[src/rtl/fetch_queue.sv]
// Instruction fetch queue between fetch and IF/ID: buffers {pc, instr} pairs,
// optional same-cycle bypass when empty, single-cycle flush, NOP bubble when idle.
module fetch_queue #(
  parameter int               WIDTH  = 32,
  parameter int               DEPTH  = 4,
  parameter bit               BYPASS = 1'b0,
  parameter logic [WIDTH-1:0] NOP    = 32'h0000_0013
) (
  input  logic                       clk,
  input  logic                       rst,
  input  logic                       flush,
  input  logic                       enq_valid,
  output logic                       enq_ready,
  input  logic [WIDTH-1:0]           enq_pc,
  input  logic [WIDTH-1:0]           enq_instr,
  output logic                       deq_valid,
  input  logic                       deq_ready,
  output logic [WIDTH-1:0]           deq_pc,
  output logic [WIDTH-1:0]           deq_instr,
  output logic [$clog2(DEPTH+1)-1:0] count,
  output logic                       full,
  output logic                       empty
);

  localparam int PW = $clog2(DEPTH);
  localparam int CW = $clog2(DEPTH + 1);
  localparam logic [CW-1:0] FULL_CNT = CW'(DEPTH);

  logic [WIDTH-1:0] r_mem_pc    [DEPTH];
  logic [WIDTH-1:0] r_mem_instr [DEPTH];
  logic [PW-1:0]    r_rd_ptr;
  logic [PW-1:0]    r_wr_ptr;
  logic [CW-1:0]    r_count;

  logic w_empty;
  logic w_full;
  logic w_pass;
  logic w_enq;
  logic w_deq;
  logic w_store;
  logic w_adv;

  assign w_empty = (r_count == {CW{1'b0}});
  assign w_full  = (r_count == FULL_CNT);
  // Bypass only applies to an empty queue; a flush cycle shows nothing.
  assign w_pass  = BYPASS && w_empty && enq_valid && !flush;

  assign enq_ready = !w_full && !flush;
  assign w_enq     = enq_valid && enq_ready;
  assign w_deq     = deq_valid && deq_ready;
  assign w_store   = w_enq && !(w_pass && deq_ready);
  assign w_adv     = w_deq && !w_empty;

  assign count = r_count;
  assign full  = w_full;
  assign empty = w_empty;

  always_comb begin
    deq_valid = 1'b0;
    deq_pc    = {WIDTH{1'b0}};
    deq_instr = NOP;
    if (flush) begin
      deq_valid = 1'b0;
    end else if (!w_empty) begin
      deq_valid = 1'b1;
      deq_pc    = r_mem_pc[r_rd_ptr];
      deq_instr = r_mem_instr[r_rd_ptr];
    end else if (w_pass) begin
      deq_valid = 1'b1;
      deq_pc    = enq_pc;
      deq_instr = enq_instr;
    end else begin
      deq_valid = 1'b0;
    end
  end

  // Storage array carries no reset; only entries inside [rd_ptr, wr_ptr) are ever read.
  always_ff @(posedge clk) begin
    if (w_store) begin
      r_mem_pc[r_wr_ptr]    <= enq_pc;
      r_mem_instr[r_wr_ptr] <= enq_instr;
    end
  end

  always_ff @(posedge clk or negedge rst) begin
    if (!rst) begin
      r_rd_ptr <= {PW{1'b0}};
      r_wr_ptr <= {PW{1'b0}};
      r_count  <= {CW{1'b0}};
    end else if (flush) begin
      r_rd_ptr <= {PW{1'b0}};
      r_wr_ptr <= {PW{1'b0}};
      r_count  <= {CW{1'b0}};
    end else begin
      if (w_store) begin
        r_wr_ptr <= r_wr_ptr + PW'(1);
      end
      if (w_adv) begin
        r_rd_ptr <= r_rd_ptr + PW'(1);
      end
      case ({w_store, w_adv})
        2'b10:   r_count <= r_count + CW'(1);
        2'b01:   r_count <= r_count - CW'(1);
        default: r_count <= r_count;
      endcase
    end
  end

endmodule
[config.mk]
export PLATFORM = sky130hd
export DESIGN_NAME = fetch_queue
export DESIGN_NICKNAME = d
export VERILOG_FILES = /design/src/rtl/fetch_queue.sv
export SDC_FILE = /design/constraint.sdc
export NUM_CORES = 1
export LEC_CHECK = 0
export ABC_AREA = 0
export CAP_MARGIN = 20
export CORE_ASPECT_RATIO = 1.2
export CORE_UTILIZATION = 36
export CTS_CLUSTER_DIAMETER = 100
export DETAILED_ROUTE_END_ITERATION = 6
export PLACE_DENSITY = 0.57
export SLEW_MARGIN = 20
export SYNTH_ARGS = -nofsm -noshare
export SYNTH_HDL_FRONTEND = slang
export SYNTH_SLANG_ARGS = --single-unit
[constraint.sdc]
create_clock -name clk -period 3.95 [get_ports clk]
set_clock_uncertainty 0.05 [all_clocks]
set_input_delay 0.79 -clock clk [delete_from_list [all_inputs] [get_ports clk]]
set_output_delay 0.79 -clock clk [all_outputs]
set_load 0.02 [all_outputs]
==> impl_metrics.tcl, run 1 <==
set metrics [dict create \
    wire_per_inst_microns 20.07 \
    path_max_fanout 23 \
    yosysMostFrequentCell "edfxtp_1" \
    cp.arrival_ns 2.84 \
    port_buffers 139 \
    drt_pass1_iterations 4 \
    maxSlewViolCount 0 \
    yosys-top-cells-area "edfxtp_1 (75%), mux4_2 (14%), and2_1 (4.0%), dfrtp_1 (1.7%), buf_2 (0.59%)" \
    fill_cells 2388 \
    clk_pin_slew_ns 0.06 \
    post_cts_buffers 0 \
    die_height_microns 186.9 \
    synthesis.area_sq_um 10260 \
    cts_buffers 27 \
    slew_headroom_pct 62.68 \
    ir_worst_vdd_mv 0.4008 \
    clockBufferDepth 3 \
    cts_sinks 263 \
    ys_top_cells_by_count "edfxtp_1 (256), and2_1 (65), mux4_2 (64)" \
    p_total_mw 7.566 \
    dieArea_sq_um 29170 \
    cellPowerDensity_nw_per_um2 578.0 \
    wl_mm 20.69 \
    worstSkewPairLatency_ns 0.53 \
    synth-seq-area-share_pct 76.66 \
    dp_hpwl_mm 12.48 \
    netlist.area_leader.share_pct 74.95 \
    endpoint "deq_instr[13]" \
    synth_edf_count 256 \
    fin_cells 1031 \
    crit_buf_inv 2 \
    cp.required_ns 3.11 \
    outcome "completed" \
    clock-root-buffer "clkbuf_16" \
    period_minus_slack_ns 3.684 \
    drt.antenna.violating_nets 0 \
    cp-startpoint "r_rd_ptr[0]$_DFFE_PN0P_" \
    cp-end-kind "output pin" \
    cts_resized 0 \
    syn-num-nets 547 \
    antenna_found_initial 0 \
    cts_tree "done" \
    io_pins 140 \
    vias 4956 \
    dpl_cell_area_sq_um 12270 \
    cp_num_cells 4 \
    h-tree-depth 1 \
    gr-total-overflow 0 \
    rsz0062_at_grt "false" \
    drc 0 \
    multiInputGateArea_sq_um 2243 \
    worst_r2r_startpoint "count[0]$_DFFE_PN0P_" \
    drt_iter0_drc 243 \
    synth_async_sr_flop_share_pct 2.662 \
    r2r_slack_ns 1.25 \
    grt_pass1_vias 5466 \
    seq_area_sq_um 7870 \
    area_growth_pct 27.62 \
    synth_cells 473 \
    leakage_nw 4.116 \
    drive_gt1_share_pct 18.74 \
    r2r-end "count[1]$_DFFE_PN0P_" \
    avgSynthCellArea_sq_um 21.68 \
    ctsHoldBuffers 0 \
    place_congestion 0.7141 \
    dp_cells 980 \
    die_w_microns 156.1 \
    worstPathCellList "buf_4 -> mux4_2 -> and2_1 -> clkdlybuf4s50_1" \
    critPathSlowestCell "dfrtp_4" \
    grt_max_degree 64 \
    max_freq_mhz 271.4 \
    final_area_sq_um 13090 \
    setup_tns_ns 0 \
    path_class "register to output pin" \
    crit_path_start_kind "register" \
    rows 67 \
    synthFlopType "edfxtp_1" \
    cp_slowest_stage_delay_ns 0.79 \
    critPathTopFamily "buffers and inverters" \
    maxCapViolations 0 \
    hp-class "input pin to asynchronous set/reset pin" \
    synth_cell_type_count 35 \
    start_util_pct 36.63 \
    finalHoldViolCount 0 \
    tightest_slew_ns 0.5598 \
    synth_top_cell_by_area "edfxtp_1" \
    layout.nets 704 \
    grt_pass1_wl_mm 32.01 \
    grt_usage_pct 14.61 \
    setup_viol 0 \
    routed_via_density 4.807 \
    reg2regPathDepth 8 \
    finalCritPeriodShare_pct 93.27 \
    yosys_warnings 0 \
    core_area_sq_um 28000 \
    synth_seq_cells 263 \
]
[flip-flops by register name, indices dropped and copies added, names as in the netlist]
signal / cells
count: 3
r_mem_pc: 128
r_wr_ptr: 2
r_mem_instr: 128
r_rd_ptr: 2
[per-stage QoR]
stage	worst slack, ns	util [%]	hold WS, ns
2_1_floorplan	0.6960	-	0.4444
3_3_place_gp	0.5466	43.82	0.5457
3_5_place_dp	0.4843	43.82	0.5659
4_1_cts	0.1742	46.74	0.4795
5_1_grt	0.08239	46.74	0.4857
6_report	0.2659	46.75	0.4953
[worst min path at each step]
stage,from,slack (ns),endpoint
floorplan,rst,0.44,count[0]$_DFFE_PN0P_
global placement,r_wr_ptr[0]$_DFFE_PN0P_,0.55,r_wr_ptr[0]$_DFFE_PN0P_
detailed placement,r_wr_ptr[0]$_DFFE_PN0P_,0.57,r_wr_ptr[0]$_DFFE_PN0P_
CTS,rst,0.48,r_wr_ptr[0]$_DFFE_PN0P_
global route,rst,0.49,r_rd_ptr[1]$_DFFE_PN0P_
finish,rst,0.50,r_wr_ptr[0]$_DFFE_PN0P_
[area by class of cell]
class                   count  share of cell area [%]
multi-input cells         180                   17.14
diodes                      1                 0.01912
well taps                 379                   3.623
flip-flops and latches    263                   60.13
inverters                   4                  0.1147
clock buffers              36                   5.420
repair buffers            154                   12.73
clock inverters            14                  0.8221
[metal layers]
metal / vias up / global-route usage (%) / share of wire [%]
met5: - / 0 / 0
met4: 0 / 3.733 / 1.5
met3: 21 / 2.688 / 4.9
met2: 130 / 25.58 / 52
met1: 2563 / 18.57 / 42
li1: 2242 / - / -
[where the power goes]
group	switching (mW)	total, mW	internal (mW)
clock	0.993	2.33	1.33
combinational	0.860	1.87	1.01
sequential	0.157	3.37	3.22
total	2.01	7.57	5.56
[cells by family after synthesis]
group / after synthesis / share of synthesized area (%)
compound gates: 16 / 1.025
fa+ha+maj: 5 / 0.6832
buf+inv: 30 / 1.610
flops: 263 / 76.66
xor+xnor: 3 / 0.2562
mux: 65 / 14.16
simple gates: 91 / 5.600
[cells in the final DEF (no fill, tap or decap), types with 3 or more instances in the layout]
master           synthesis  final
nand2b_1                 4      4
dfrtp_1                  7      5
nor2_1                   7      7
clkbuf_16                0     27
o21ai_0                  3      3
a21oi_1                  5      5
buf_12                   0     13
and2_1                  65     61
clkbuf_1                 9      9
edfxtp_1               256    256
and2_4                   0      4
clkinv_2                 0      3
inv_1                    4      4
ha_1                     4      4
or3_1                    5      5
clkdlybuf4s50_1          0    139
mux4_2                  64     64
clkinv_1                 0      7
(Power assumes the default switching activity.)
==> run 2, diff against run 1 <==
SLEW_MARGIN = not set   (was 20)
==> results of run 2 <==
The final DEF is identical to that of run 1; final timing and power are the same.
==> RTL edit: new RTL, settings of run 2 <==
The parameter `WIDTH` goes from 32 to 28.
--- a/src/rtl/fetch_queue.sv
+++ b/src/rtl/fetch_queue.sv
@@ -1,7 +1,7 @@
 // Instruction fetch queue between fetch and IF/ID: buffers {pc, instr} pairs,
 // optional same-cycle bypass when empty, single-cycle flush, NOP bubble when idle.
 module fetch_queue #(
-  parameter int               WIDTH  = 32,
+  parameter int               WIDTH  = 28,
   parameter int               DEPTH  = 4,
   parameter bit               BYPASS = 1'b0,
   parameter logic [WIDTH-1:0] NOP    = 32'h0000_0013
Interface: changed (resized deq_instr, deq_pc, enq_instr and enq_pc); port bits go from 140 to 124. The function was not compared with the original's and may differ.
==> RTL edit against run 2 <==
- fmax grew 2.4%
- wire length fell by 16%
- design area shrank 13%
- synthesized area decreased by 12%
- synthesized cell count fell by 11%
- die area down 12%
- setup slack improved by 0.086 ns
- sequential cell count is 32 lower
- worst hold slack improved by 0.037 ns
- sequential share of layout area increased by 0.36 points
Power is not compared: it rests on default switching activity, and its combinational part moved more than twofold at a synthesized area within 25%.
==> RTL edit: results (changes against run 2) <==
[layout]
clockNetworkAreaShare_pct=6.092  ; was 6.242%
final-seq-area_um2=6907  ; was 7870 um^2
num-clock-buffers=26  ; was 36
bufAreaShareNonClock_pct=12.32  ; was 12.73%
non_clock_buffer_count=138  ; was 154
nets=625  ; was 704
drive_gt1_share_pct=19.02  ; was 18.74%
num_antenna_cells=0  ; was 1
fillCellCount=2091  ; was 2,388

[worst_setup_path]
crit_path_max_fanout=27  ; was 23
critical_path.endpoint=deq_instr[2]  ; was deq_instr[13]
timing.critical_path.slowest_cell_delay_ns=0.64  ; was 0.79 ns
cp.arrival_ns=2.76  ; was 2.84 ns
r2r_cells=6  ; was 8
rrSetupSlack_ns=1.38  ; was 1.25 ns

[logic_synthesis]
ys_top_cells_by_count=edfxtp_1 (224), and2_1 (58), mux4_2 (56), clkbuf_1 (11), buf_2 (8)  ; was edfxtp_1 (256), and2_1 (65), mux4_2 (64), buf_2 (12), clkbuf_1 (9)
netlist_top_cells_area=edfxtp_1 (75%), mux4_2 (14%), and2_1 (4.0%)  ; unchanged
synth_enable_flop_cells=224  ; was 256
synthAdderAreaFrac_pct=0.7772  ; was 0.6832%
ys_types=35  ; unchanged
synth_xor_area_share_pct=0.2915  ; was 0.2562%
ys_seq_area_share_pct=76.56  ; was 76.66%
synthMuxAreaShare_pct=14.12  ; was 14.16%
syn-num-nets=486  ; was 547
async_flop_share_pct=3.030  ; was 2.662%
synth_compound_area_share_pct=1.083  ; was 1.025%

[global_routing]
grt_first_pass_wirelength_um=26700  ; was 32,010 um
antenna_found_initial=1  ; was 0
track_usage_pct=13.75  ; was 14.61%
grt_pass1_vias=4760  ; was 5,466
grt_max_degree=41  ; was 64

[placed_design]
io_buffers=123  ; was 139
post-dp-hpwl_um=10430  ; was 12,480 um
gp_congestion=0.7016  ; was 0.7141

[clock_network]
clk_latency_ns=0.50  ; was 0.53 ns
cts_sinks=231  ; was 263
cts_buffers=23  ; was 27

[outcome]
status=finished, final reports clean  ; unchanged

[pwr]
p_leak_nw=3.613
peakVddDrop_uv=322.0

[detailed_routing]
drtIter0Drc=192  ; was 243
routed_wl_um=17290  ; was 20,690 um
vias=4378  ; was 4,956

[sta]
maxSlewHeadroom_pct=55.28  ; was 62.68%

-- RTL edit: cell types whose count changed after synthesis, moves of 4 or more --
cell | run 2 | this run
mux4_2 | 64 | 56
edfxtp_1 | 256 | 224
and2_1 | 65 | 58
buf_2 | 12 | 8
-- RTL edit: per-layer routing --
layer	vias to the layer above	wire [um]	track usage [%]
li1	1979	-	-
met1	2252	7037	16.75
met2	113	9068	24.68
met3	34	756	2.364
met4	0	425	4.601
met5	-	0	0
-- RTL edit: stage by stage --
| stage | hold slack, ns | cell area, um^2 | instances | worst slack [ns] | utilization [%] |
|---|---|---|---|---|---|
| floorplan | 0.4444 | 9015 | 420 | 0.6901 | - |
| global placement | 0.5542 | 10720 | 859 | 0.6467 | 43.46 |
| detailed placement | 0.5522 | 10720 | 859 | 0.5400 | 43.46 |
| CTS | 0.5161 | 11420 | 898 | 0.2816 | 46.28 |
| global route | 0.5368 | 11420 | 898 | 0.1985 | 46.28 |
| finish | 0.5321 | 11420 | 898 | 0.3520 | 46.28 |
